$ cat config.mk
export PLATFORM = sky130hd
export DESIGN_NAME = fb_arbiter
export DESIGN_NICKNAME = d
export VERILOG_FILES = /design/src/rtl/fb_pkg.sv /design/src/rtl/fb_wr_fifo.sv /design/src/rtl/fb_arbiter.sv
export SDC_FILE = /design/constraint.sdc
export NUM_CORES = 1
export LEC_CHECK = 0
export BUFFER_PORTS_ARGS = -buffer_cell sky130_fd_sc_hd__buf_4
export CAP_MARGIN = 20
export CORE_MARGIN = 10
export CORE_UTILIZATION = 40
export CTS_CLUSTER_SIZE = 24
export DETAILED_ROUTE_END_ITERATION = 16
export SLEW_MARGIN = 15
export SYNTH_ARGS = -nofsm -noshare
export SYNTH_HDL_FRONTEND = slang
export SYNTH_SLANG_ARGS = --single-unit
$ cat constraint.sdc
create_clock -name clk -period 2.4 [get_ports clk]
set_clock_uncertainty 0.1 [all_clocks]
set_input_delay 0.12 -clock clk [delete_from_list [all_inputs] [get_ports clk]]
set_output_delay 0.12 -clock clk [all_outputs]
set_load 0.05 [all_outputs]
$ cat src/rtl/fb_pkg.sv
// Shared constants and grant encoding for the framebuffer BRAM arbiter.
//   ADDR_W     : BRAM address width
//   DATA_W     : pixel width (RGB444)
//   FB_WORDS   : number of valid framebuffer words (0..FB_WORDS-1)
//   FIFO_DEPTH : write-buffer depth, power of two
package fb_pkg;
    localparam int ADDR_W     = 17;
    localparam int DATA_W     = 12;
    localparam int FB_WORDS   = 76800;
    localparam int FIFO_DEPTH = 4;

    // What the single BRAM port does in a given cycle.
    typedef enum logic [1:0] {
        GNT_IDLE  = 2'd0,
        GNT_READ  = 2'd1,
        GNT_WRITE = 2'd2
    } grant_e;
endpackage

$ cat src/rtl/fb_wr_fifo.sv
// Synchronous write buffer holding {addr, data} words for the arbiter.
// Ports:
//   clk, rst_n : clock, async active-low reset (flushes pointers/level)
//   i_push     : enqueue i_din (ignored when full)
//   i_din      : word to enqueue
//   i_pop      : dequeue head (ignored when empty)
//   o_dout     : head word (valid when not empty)
//   o_level    : number of buffered words
//   o_full     : level == DEPTH
//   o_empty    : level == 0
module fb_wr_fifo #(
    parameter int WIDTH = 29,
    parameter int DEPTH = 4
) (
    input  logic                     clk,
    input  logic                     rst_n,
    input  logic                     i_push,
    input  logic [WIDTH-1:0]         i_din,
    input  logic                     i_pop,
    output logic [WIDTH-1:0]         o_dout,
    output logic [$clog2(DEPTH):0]   o_level,
    output logic                     o_full,
    output logic                     o_empty
);
    localparam int AW = $clog2(DEPTH);
    localparam int LW = AW + 1;

    logic [WIDTH-1:0] r_mem [DEPTH];
    logic [AW-1:0]    r_wptr;
    logic [AW-1:0]    r_rptr;
    logic [LW-1:0]    r_level;
    logic             w_push;
    logic             w_pop;

    assign o_full  = (r_level == LW'(DEPTH));
    assign o_empty = (r_level == '0);
    assign w_push  = i_push && !o_full;
    assign w_pop   = i_pop && !o_empty;
    assign o_dout  = r_mem[r_rptr];
    assign o_level = r_level;

    // Pointers wrap naturally because DEPTH is a power of two.
    always_ff @(posedge clk or negedge rst_n) begin
        if (!rst_n) begin
            r_wptr  <= '0;
            r_rptr  <= '0;
            r_level <= '0;
        end else begin
            if (w_push) r_wptr <= r_wptr + 1'b1;
            if (w_pop)  r_rptr <= r_rptr + 1'b1;
            case ({w_push, w_pop})
                2'b10:   r_level <= r_level + 1'b1;
                2'b01:   r_level <= r_level - 1'b1;
                default: r_level <= r_level;
            endcase
        end
    end

    // Storage is not reset; the flushed pointers make stale entries unreachable.
    always_ff @(posedge clk) begin
        if (w_push) r_mem[r_wptr] <= i_din;
    end
endmodule

$ cat src/rtl/fb_arbiter.sv
// Single-port framebuffer BRAM arbiter: display reads always win, writer
// traffic is buffered in a small FIFO and drained in idle read cycles.
// Ports:
//   clk, rst_n                  : clock, async active-low reset
//   i_rd_req/i_rd_addr          : display read, one word per cycle, never stalled
//   o_rd_data/o_rd_valid        : read return, 2 cycles after i_rd_req
//   i_wr_req/i_wr_addr/i_wr_data: writer request, accepted when o_wr_ready
//   o_wr_ready                  : write buffer not full
//   i_ovf_clr                   : clears sticky o_wr_ovf / o_wr_oor
//   o_wr_ovf                    : sticky, write offered while not ready
//   o_wr_oor                    : sticky, accepted write out of range (dropped)
//   o_fifo_level                : buffered write count
//   o_bram_en/we/addr/din       : registered BRAM port controls
//   i_bram_dout                 : BRAM read data, 1-cycle latency
module fb_arbiter #(
    parameter int ADDR_W     = fb_pkg::ADDR_W,
    parameter int DATA_W     = fb_pkg::DATA_W,
    parameter int FB_WORDS   = fb_pkg::FB_WORDS,
    parameter int FIFO_DEPTH = fb_pkg::FIFO_DEPTH
) (
    input  logic                          clk,
    input  logic                          rst_n,
    input  logic                          i_rd_req,
    input  logic [ADDR_W-1:0]             i_rd_addr,
    output logic [DATA_W-1:0]             o_rd_data,
    output logic                          o_rd_valid,
    input  logic                          i_wr_req,
    input  logic [ADDR_W-1:0]             i_wr_addr,
    input  logic [DATA_W-1:0]             i_wr_data,
    output logic                          o_wr_ready,
    input  logic                          i_ovf_clr,
    output logic                          o_wr_ovf,
    output logic                          o_wr_oor,
    output logic [$clog2(FIFO_DEPTH):0]   o_fifo_level,
    output logic                          o_bram_en,
    output logic                          o_bram_we,
    output logic [ADDR_W-1:0]             o_bram_addr,
    output logic [DATA_W-1:0]             o_bram_din,
    input  logic [DATA_W-1:0]             i_bram_dout
);
    import fb_pkg::*;

    localparam int WORD_W = ADDR_W + DATA_W;
    // One extra bit so FB_WORDS == 2**ADDR_W still compares correctly.
    localparam logic [ADDR_W:0] ADDR_LIMIT = (ADDR_W+1)'(FB_WORDS);

    grant_e                      w_grant;
    logic                        w_fifo_full;
    logic                        w_fifo_empty;
    logic [WORD_W-1:0]           w_fifo_dout;
    logic [ADDR_W-1:0]           w_q_addr;
    logic [DATA_W-1:0]           w_q_data;
    logic                        w_in_range;
    logic                        w_wr_acc;
    logic                        w_push;
    logic                        w_pop;

    logic                        r_bram_en;
    logic                        r_bram_we;
    logic [ADDR_W-1:0]           r_bram_addr;
    logic [DATA_W-1:0]           r_bram_din;
    logic [1:0]                  r_rd_pipe;   // [0]: BRAM read issued, [1]: data at BRAM output
    logic [DATA_W-1:0]           r_rd_hold;
    logic                        r_wr_ovf;
    logic                        r_wr_oor;

    // Grant decision: reads first, then buffered writes.
    always_comb begin
        w_grant = GNT_IDLE;
        if (i_rd_req)           w_grant = GNT_READ;
        else if (!w_fifo_empty) w_grant = GNT_WRITE;
    end

    // Ready comes purely from registered FIFO state: a pop in the same
    // cycle does not make room for a write offered while full.
    assign o_wr_ready = !w_fifo_full;
    assign w_in_range = ({1'b0, i_wr_addr} < ADDR_LIMIT);
    assign w_wr_acc   = i_wr_req && o_wr_ready;
    assign w_push     = w_wr_acc && w_in_range;
    assign w_pop      = (w_grant == GNT_WRITE);
    assign w_q_addr   = w_fifo_dout[WORD_W-1:DATA_W];
    assign w_q_data   = w_fifo_dout[DATA_W-1:0];

    fb_wr_fifo #(
        .WIDTH (WORD_W),
        .DEPTH (FIFO_DEPTH)
    ) u_wr_fifo (
        .clk     (clk),
        .rst_n   (rst_n),
        .i_push  (w_push),
        .i_din   ({i_wr_addr, i_wr_data}),
        .i_pop   (w_pop),
        .o_dout  (w_fifo_dout),
        .o_level (o_fifo_level),
        .o_full  (w_fifo_full),
        .o_empty (w_fifo_empty)
    );

    always_ff @(posedge clk or negedge rst_n) begin
        if (!rst_n) begin
            r_bram_en   <= 1'b0;
            r_bram_we   <= 1'b0;
            r_bram_addr <= '0;
            r_bram_din  <= '0;
            r_rd_pipe   <= '0;
            r_rd_hold   <= '0;
            r_wr_ovf    <= 1'b0;
            r_wr_oor    <= 1'b0;
        end else begin
            r_bram_en <= (w_grant != GNT_IDLE);
            r_bram_we <= (w_grant == GNT_WRITE);
            // Address/data hold their last value on idle cycles.
            case (w_grant)
                GNT_READ:  r_bram_addr <= i_rd_addr;
                GNT_WRITE: begin
                    r_bram_addr <= w_q_addr;
                    r_bram_din  <= w_q_data;
                end
                default: ;
            endcase
            r_rd_pipe <= {r_rd_pipe[0], (w_grant == GNT_READ)};
            if (r_rd_pipe[1]) r_rd_hold <= i_bram_dout;
            // A new event in the same cycle as a clear keeps the flag set.
            r_wr_ovf <= (i_wr_req && !o_wr_ready) || (r_wr_ovf && !i_ovf_clr);
            r_wr_oor <= (w_wr_acc && !w_in_range) || (r_wr_oor && !i_ovf_clr);
        end
    end

    // The BRAM output register is the read data register: present it
    // directly while a read completes, otherwise hold the last word.
    assign o_rd_valid  = r_rd_pipe[1];
    assign o_rd_data   = r_rd_pipe[1] ? i_bram_dout : r_rd_hold;
    assign o_bram_en   = r_bram_en;
    assign o_bram_we   = r_bram_we;
    assign o_bram_addr = r_bram_addr;
    assign o_bram_din  = r_bram_din;
    assign o_wr_ovf    = r_wr_ovf;
    assign o_wr_oor    = r_wr_oor;
endmodule

==> results of run 1 <==
-- registers in the layout, summed over array words and instances (netlist names) --
name,cells
o_wr_ovf,1
o_bram_we,1
o_bram_en,1
o_bram_addr,17
r_rd_hold,12
u_wr_fifo.o_level,3
o_bram_din,12
o_wr_oor,1
u_wr_fifo.r_rptr,2
u_wr_fifo.r_mem,116
u_wr_fifo.r_wptr,2
r_rd_pipe,2
-- timing repair --
| item | CTS | global route |
|---|---|---|
| endpoints found under the hold margin | 203 | 0 |
| setup buffers | 0 | 2 |
| gates resized for setup | 0 | 2 |
| hold buffers | 64 | 0 |
| endpoints found under the setup margin | 0 | 1 |
-- power by group through the flow --
stage                     clock (mW)  combinational (mW)  sequential, mW
after CTS                       2.85                3.62            3.96
after floorplan                    0                1.51            4.91
after global routing            2.98                3.84            4.01
after global placement             0                3.50            3.98
final                           2.79                3.59            3.95
after detailed placement           0                3.52            4.01
-- area by class of cell --
cell class | count | area, um2
fillers | 1242 | 6910
flip-flops and latches | 170 | 4840
repair buffers | 195 | 1620
multi-input cells | 102 | 1410
clock buffers | 21 | 470
well taps | 216 | 270
clock inverters | 11 | 144
inverters | 27 | 101
-- critical path, stage by stage (launching register included) --
cell and delay (ps):
dfrtp_2 410, or3b_4 420, nand2_4 100, a21oi_4 50
inv_1 70, ha_2 180, inv_1 60, fa_2 340
xor2_1 170, nor2_1 110, xor2_1 140
-- worst min-delay path by stage --
stage | from | endpoint | slack (ps)
4_1_cts | rst_n | r_rd_hold[7]$_DFF_PN0_ | 240
3_5_place_dp | rst_n | r_rd_hold[7]$_DFF_PN0_ | 140
6_report | rst_n | r_rd_hold[7]$_DFF_PN0_ | 230
3_3_place_gp | rst_n | r_rd_hold[5]$_DFF_PN0_ | 140
5_1_grt | r_rd_pipe[0]$_DFF_PN0_ | r_rd_pipe[1]$_DFF_PN0_ | 270
2_1_floorplan | rst_n | o_bram_addr[0]$_DFFE_PN0P_ | -280
-- layer usage --
metal  global-route usage  vias to the layer above  part of all wire
met3               0.0392                       13             0.054
met5                    0                        -                 0
met4               0.0460                        0             0.012
met1                0.177                     1823              0.46
met2                0.209                      113              0.47
li1                     -                     1633                 -
-- metrics by stage --
step | hold slack [ps] | power [mW] | cells | instance area [um2]
floorplan | -276 | 6.42 | 313 | 6420
global placement | 139 | 7.48 | 644 | 7580
detailed placement | 140 | 7.53 | 644 | 7580
CTS | 239 | 10.4 | 740 | 8840
global route | 271 | 10.8 | 742 | 8860
finish | 231 | 10.3 | 742 | 8860
-- placed cells by master, fill, tap and decap left out, types with 2 or more instances in the layout --
cell,instances
bufinv_16,3
buf_4,131
ha_1,4
xnor2_1,3
nand2_1,3
dlygate4sd3_1,64
clkbuf_16,17
and2_2,4
xor2_1,3
clkbuf_8,3
clkinv_2,2
inv_1,27
dfrtp_2,3
o22ai_1,2
mux2_2,24
clkinv_4,2
edfxtp_1,116
dfrtp_1,51
mux4_2,28
a222oi_1,17
clkinvlp_4,3
-- cell usage after synthesis, types with 2 or more instances --
cell type	count	area share
edfxtp_1	116	0.54
dfrtp_1	54	0.21
mux4_2	28	0.098
inv_1	27	0.016
mux2_2	24	0.042
a222oi_1	17	0.027
buf_2	5	0.0039
clkbuf_1	5	0.0029
ha_1	5	0.0098
and2_1	4	0.0039
buf_6	3	0.0053
nand2_1	3	0.0018
xnor2_1	3	0.0041
xor2_1	3	0.0041
o22ai_1	2	0.0020
-- cells by family after synthesis --
kind of cell | Yosys count | share of synthesized area
xor gates and xnor gates | 6 | 0.00820
adders and majority gates | 6 | 0.0129
AOI/OAI and AO/OA | 21 | 0.0322
buffers and inverters | 41 | 0.0285
and+or+nand+nor | 14 | 0.0156
muxes | 55 | 0.149
DFF | 170 | 0.754
==> run_results.csv, run 1 <==
group,metric,value,unit
outcome,status,"finished clean",
placed_design,port_buffers,112,
global_route,antenna_found_initial,0,
layout,nets,582,
sta,rsz0062_at_grt,"no",
power,clkPwrFrac,0.270,
power,internal_power,6.89,mW
synthesis,synth_cells,313,
job,max_cap_violations,0,
placed_design,dp_hpwl,8.80,mm
layout,diodes,0,
critical_path,path_max_fanout,7,
global_route,grt_pass1_vias,3965,
sta,fin_ws,178,ps
detailed_routing,drc,0,
global_route,grt_pass1_wl,22.5,mm
power,peakVddDrop,0.000530,V
critical_path,r2r_cells,10,
layout,syn2layout_area_growth,38.2,%
sta,finalCritPeriodShare,0.926,
cts,cts_max_level,4,
global_route,grt-ovfl-total,0,
sta,worstMarginPinSlew,752,ps
critical_path,reg2reg_to,"u_wr_fifo.o_level[2]$_DFFE_PN0P_",
synthesis,synth_edf_count,116,
critical_path,endpoint_kind,"register",
power,power_frac_seq,0.383,
synthesis,ys_types,29,
cts,cts_buffers,17,
detailed_routing,totalWireLength,13.9,mm
floorplan,ioPinCount,113,
layout,drive_gt1_frac,0.433,
sta,clock.fmax,450,MHz
cts,cts-root-buf,"clkbuf_16",
sta,fin_tns_setup,0,ps
placed_design,place_congestion,0.686,
floorplan,coreArea,15800,um2
placed_design,dp_slack,150,ps
critical_path,worstSetupPathType,"register to register",
cts,clock_path_buffers,2,
floorplan,die_area,21500,um2
synthesis,ys_warn_count,0,
detailed_routing,dr_total_vias,3582,
cts,cts_tree,"built",
sta,min_period,2220,ps
critical_path,worstPathArrival,2460,ps
floorplan,die_y,147,um
min_path,hold_path.class,"input pin to asynchronous set/reset pin",
critical_path,r2r_setup_slack,180,ps
power,powerDensity,1170,nW/um2
power,netSwitchingFraction,0.332,
synthesis,syn_area,6410,um2
global_route,grt_use_total,0.135,
critical_path,endpoint,"u_wr_fifo.o_level[2]$_DFFE_PN0P_",
sta,slew_headroom,0.498,
synthesis,synth.net_count,382,
layout,utilization,0.562,
synthesis,synth.avg_cell_area,20.5,um2
detailed_routing,viasPerCell,4.83,
global_route,grt_max_degree,55,
detailed_routing,antenna_left,0,
floorplan,start_util,0.407,
floorplan,die_w,147,um
critical_path,r2r-start,"u_wr_fifo.o_level[2]$_DFFE_PN0P_",
synthesis,synth-main-ff-cell,"edfxtp_1",
detailed_routing,dr.first_iter.drc_count,252,
sta,hold_viol_final,0,
synthesis,async_flop_share,0.318,
floorplan,rows,46,
cts,clk_latency,420,ps
critical_path,worstPathRequired,2640,ps
synthesis,ys_ff_latch,170,
critical_path,worstSetupStartpointType,"register",
detailed_routing,first_pass_iters,4,
detailed_routing,wl_per_cell,18.8,um
power,power.leakage,3.48,nW
power,p_comb_frac,0.348,
sta,setup_violations,0,
power,power.switching,3.43,mW
sta,finalMaxSlewViolations,0,
synthesis,ys_seq_area_frac,0.754,
critical_path,crit_start,"u_wr_fifo.o_level[2]$_DFFE_PN0P_",
cts,cts.sinks,170,
cts,clk_pin_slew_worst_paths,60,ps
Power figures use the tool's default switching activity.
==> run 2: changes to the inputs <==
Settings changed: CORE_UTILIZATION 40 to 30, CTS_BUF_LIST from default to sky130_fd_sc_hd__clkbuf_4 sky130_fd_sc_hd__clkbuf_8 sky130_fd_sc_hd__clkbuf_16.
==> run 2 against run 1 <==
Compared with the run above: routed wire length up 3.7%; die area up 29%; utilization down 14 points; setup slack better by 48 ps; non-clock buffer count down 3; global-route usage down 2.8 points; critical path depth unchanged; combinational power down 1%; maximum frequency up 2.2%; critical endpoint unchanged.
==> run_results.csv, run 2 (synthesized netlist as in run 1, its figures left out) <==
group,metric,value,unit
sta,min_period,2170,ps
detailed_routing,wl_per_cell,18.1,um
critical_path,worstPathRequired,2640,ps
floorplan,rows,53,
min_path,hold_path.class,"input pin to asynchronous set/reset pin",
cts,cts.sinks,170,
cts,clk_pin_slew_worst_paths,60,ps
global_route,grt-ovfl-total,0,
layout,final_cell_mix,"buf_4, edfxtp_1, dlygate4sd3_1",
sta,slew_headroom,0.509,
sta,rsz0062_at_grt,"no",
layout,design_area,8920,um2
detailed_routing,dr_total_vias,3536,
detailed_routing,dr.first_iter.drc_count,249,
critical_path,worstSetupStartpointType,"register",
layout,multi_input_area,1400,um2
global_route,antenna_found_initial,0,
sta,hold_viol_final,0,
global_route,grt_max_degree,55,
layout,syn2layout_area_growth,39.2,%
placed_design,port_buffers,112,
layout,drive_gt1_frac,0.430,
detailed_routing,viasPerCell,4.43,
power,p_total,10.2,mW
placed_design,place_congestion,0.742,
global_route,grt_use_total,0.107,
layout,final_common_cell,"buf_4",
cts,cts_buffers,17,
global_route,grt_pass1_wl,22.9,mm
global_route,grt_pass1_vias,3904,
layout,diodes,0,
cts,clock_path_buffers,2,
sta,clock.fmax,460,MHz
floorplan,coreArea,21000,um2
critical_path,path_max_fanout,3,
floorplan,ioPinCount,113,
sta,finalCritPeriodShare,0.906,
floorplan,die_area,27600,um2
cts,clk_latency,420,ps
job,max_cap_violations,0,
detailed_routing,totalWireLength,14.5,mm
detailed_routing,drc,0,
sta,hold_ws,238,ps
critical_path,worstPathArrival,2410,ps
layout,utilization,0.424,
detailed_routing,antenna_left,0,
power,peakVddDrop,0.000406,V
floorplan,die_w,166,um
layout,nets,579,
outcome,status,"finished clean",
sta,fin_ws,226,ps
cts,cts_max_level,4,
cts,cts_tree,"built",
power,power.leakage,3.46,nW
critical_path,worstSetupPathType,"register to register",
sta,worstMarginPinSlew,736,ps
layout,regArea,4840,um2
layout,largest_register_ffs,116,
detailed_routing,first_pass_iters,5,
cts,cts_resized,0,
floorplan,die_y,166,um
layout,regMostFlops,"u_wr_fifo.r_mem",
critical_path,endpoint_kind,"register",
placed_design,dp_hpwl,9.44,mm
placed_design,post_dp_cell_area,7700,um2
placed_design,dp_slack,193,ps
layout,nFillCells,1855,
power,powerDensity,1140,nW/um2
sta,setup_violations,0,
sta,finalMaxSlewViolations,0,
cts,cts-root-buf,"clkbuf_16",
floorplan,start_util,0.305,
-- run 2: changes by cell type in the layout (fill, tap and decap cells not counted), moves of 2 or more --
cell / before / now
buf_4: 131 / 123
buf_12: 0 / 5
inv_6: 0 / 3
bufinv_16: 3 / 1
clkbuf_4: 0 / 2
clkbuf_8: 3 / 1
-- run 2: where the power goes --
group          internal, mW  switching (mW)  leakage, nW
Combinational          1.48            2.05         1.50
Clock                  1.49            1.12        0.270
Sequential             3.73           0.332         1.69
Total                  6.70            3.51         3.46
-- run 2: final timing paths --
check,from,slack [ps],cells past startpoint,end
max,u_wr_fifo.o_level[0]$_DFFE_PN0P_,230,10,u_wr_fifo.o_level[2]$_DFFE_PN0P_
min in group clk,r_rd_pipe[0]$_DFF_PN0_,250,0,r_rd_pipe[1]$_DFF_PN0_
max in group asynchronous,rst_n,1450,2,u_wr_fifo.r_rptr[1]$_DFFE_PN0P_
min,rst_n,240,2,o_bram_we$_DFF_PN0_
min reg2reg,r_rd_pipe[0]$_DFF_PN0_,250,0,r_rd_pipe[1]$_DFF_PN0_
max reg2reg,u_wr_fifo.o_level[0]$_DFFE_PN0P_,230,10,u_wr_fifo.o_level[2]$_DFFE_PN0P_
-- run 2: area by class of cell --
type / count / area share
sequential: 170 / 0.542
inverter: 27 / 0.0114
timing repair buffer: 192 / 0.186
clock inverter: 12 / 0.0132
multi-input combinational: 102 / 0.157
tap: 275 / 0.0386
clock buffer: 20 / 0.0509
-- run 2: per-stage QoR --
| stage | std cells | setup TNS, ps |
|---|---|---|
| 2_1_floorplan | 313 | -167 |
| 3_3_place_gp | 700 | 0 |
| 3_5_place_dp | 700 | 0 |
| 4_1_cts | 796 | 0 |
| 5_1_grt | 798 | 0 |
| 6_report | 798 | 0 |
-- run 2: worst max-delay path: stages (launching register included) --
cell	delay, ps
dfrtp_1	380
or3b_4	430
nand2_4	100
a21oi_4	40
inv_1	60
ha_1	170
inv_1	60
fa_1	370
xor2_1	150
nor2_1	110
xor2_1	140
-- run 2: metal layers --
layer,vias up,GRT usage,share of wire
met3,12,0.0353,0.059
met5,-,0,0
met1,1781,0.124,0.42
met2,111,0.183,0.51
li1,1632,-,-
met4,0,0.0335,0.011
-- run 2: what timing repair did --
action,in CTS,in global routing
endpoints found under the setup margin,0,2
hold endpoints to repair,203,0
buffers inserted,0,2
hold buffers,64,0
==> run 3: changes to the inputs <==
==> constraint.sdc (replaced) <==
create_clock -name clk -period 2.4 [get_ports clk]
set_clock_uncertainty 0.1 [all_clocks]
set_input_delay 0 -clock clk [delete_from_list [all_inputs] [get_ports clk]]
set_output_delay 0 -clock clk [all_outputs]
set_load 0.05 [all_outputs]
==> run 3 against run 2 <==
Compared with the run above: clock-buffer cell count decreased by 2; highest routed layer unchanged; flip-flop and latch count unchanged; global-route usage increased by 0.34 points.
==> run_results.csv, run 3 (synthesized netlist as in run 1, its figures left out) <==
group,metric,value,unit
detailed_routing,totalWireLength,14.7,mm
floorplan,ioPinCount,113,
layout,layoutNonFillerInstCount,806,
detailed_routing,first_pass_iters,5,
global_route,grt_use_total,0.110,
critical_path,worstSetupStartpointType,"register",
critical_path,cp_slowest_cell,"nor4_4",
global_route,grt-ovfl-total,0,
outcome,status,"finished clean",
power,powerDensity,1160,nW/um2
sta,fin_tns_setup,0,ps
job,max_cap_violations,0,
sta,finalCritPeriodShare,0.952,
cts,cts-root-buf,"clkbuf_16",
floorplan,start_util,0.305,
critical_path,worstSetupPathType,"register to register",
placed_design,port_buffers,112,
critical_path,worstPathArrival,2550,ps
sta,slew_headroom,0.490,
cts,cts_tree,"built",
power,power.leakage,3.50,nW
min_path,hold_path.class,"input pin to asynchronous set/reset pin",
placed_design,post_dp_cell_area,7700,um2
critical_path,path_max_fanout,11,
detailed_routing,dr_total_vias,3560,
critical_path,r2r-start,"u_wr_fifo.o_level[0]$_DFFE_PN0P_",
layout,syn2layout_area_growth,40.7,%
floorplan,die_y,166,um
critical_path,path_cells,"buf_4, nor4_4, buf_12, a222oi_1, dlygate4sd3_1, inv_1",
power,p_total,10.4,mW
global_route,grt_max_degree,55,
sta,min_period,2290,ps
layout,drive_gt1_frac,0.432,
placed_design,place_congestion,0.737,
sta,finalMaxSlewViolations,0,
floorplan,die_w,166,um
critical_path,slowest_delay,600,ps
sta,clock.fmax,438,MHz
layout,regMostFlops,"u_wr_fifo.r_mem",
layout,largest_register_ffs,116,
sta,setup_violations,0,
floorplan,rows,53,
power,peakVddDrop,0.000383,V
detailed_routing,antenna_left,0,
cts,cts_buffers,17,
critical_path,reg2reg_to,"o_bram_addr[3]$_DFFE_PN0P_",
global_route,grt_pass1_wl,23.5,mm
critical_path,crit_start,"u_wr_fifo.o_level[0]$_DFFE_PN0P_",
placed_design,placedCellCount,700,
critical_path,r2r_cells,6,
layout,final_cell_mix,"buf_4, edfxtp_1, dlygate4sd3_1",
placed_design,dp_slack,172,ps
cts,clk_latency,420,ps
critical_path,r2r_setup_slack,110,ps
cts,clock_path_buffers,2,
sta,hold_viol_final,0,
critical_path,worstPathRequired,2660,ps
detailed_routing,wl_per_cell,18.3,um
layout,nets,586,
sta,worstMarginPinSlew,765,ps
sta,fin_ws,115,ps
layout,final_common_cell,"buf_4",
placed_design,dp_hpwl,9.57,mm
cts,cts.sinks,170,
global_route,antenna_found_initial,1,
detailed_routing,viasPerCell,4.42,
detailed_routing,drc,0,
floorplan,die_area,27600,um2
cts,cts_max_level,4,
detailed_routing,dr.first_iter.drc_count,225,
layout,utilization,0.429,
sta,hold_ws,117,ps
cts,clk_pin_slew_worst_paths,60,ps
critical_path,endpoint_kind,"register",
critical_path,endpoint,"o_bram_addr[3]$_DFFE_PN0P_",
sta,rsz0062_at_grt,"no",
layout,design_area,9020,um2
floorplan,coreArea,21000,um2
global_route,grt_pass1_vias,4055,
run 3: cell types whose count changed in the layout (fill, tap and decap cells not counted), sizes merged:
cell	delta
dlygate4sd3	+4
clkinv	-2
bufinv	+1
clkbuf	-2
diode	+1
buf	+3
inv	+3
run 3: area by class of cell:
| type | instances | area, um2 |
|---|---|---|
| timing repair buffer | 199 | 1730 |
| antenna | 1 | 2.50 |
| fill | 1844 | 12000 |
| sequential | 170 | 4840 |
| clock inverter | 14 | 158 |
| clock buffer | 18 | 439 |
| multi-input combinational | 102 | 1410 |
| tap | 275 | 344 |
| inverter | 27 | 101 |
run 3: layer usage:
layer  up-vias  global-route usage  wire (um)
li1       1644                   -          -
met4         0              0.0385        242
met3        17              0.0388        816
met5         -                   0          0
met2       110               0.185       7430
met1      1789               0.128       6260
run 3: critical path: cells and delay by family (launching register included):
kind            cells  cell delay (ps)
simple gates        1              600
buf+inv             4             1050
compound gates      1               90
flops               1              380
run 3: power by group:
| part | switching (mW) | internal [mW] | total, mW |
|---|---|---|---|
| sequential | 0.322 | 3.73 | 4.05 |
| combinational | 2.11 | 1.56 | 3.67 |
| clock | 1.15 | 1.58 | 2.73 |
run 3: worst min path at each step:
stage | start | to | slack [ps] | cells after the start
2_1_floorplan | rst_n | o_bram_addr[0]$_DFFE_PN0P_ | -400 | 0
3_3_place_gp | rst_n | r_rd_hold[3]$_DFF_PN0_ | 9 | 1
3_5_place_dp | rst_n | o_bram_addr[11]$_DFFE_PN0P_ | 30 | 1
4_1_cts | rst_n | r_rd_hold[8]$_DFF_PN0_ | 110 | 2
5_1_grt | rst_n | o_bram_addr[11]$_DFFE_PN0P_ | 160 | 2
6_report | rst_n | o_bram_addr[11]$_DFFE_PN0P_ | 120 | 2
run 3: what timing repair did:
action	CTS	global route
buffers inserted	0	5
gates resized for setup	0	1
endpoints found under the setup margin	0	3
hold buffers	68	0
endpoints found under the hold margin	204	0
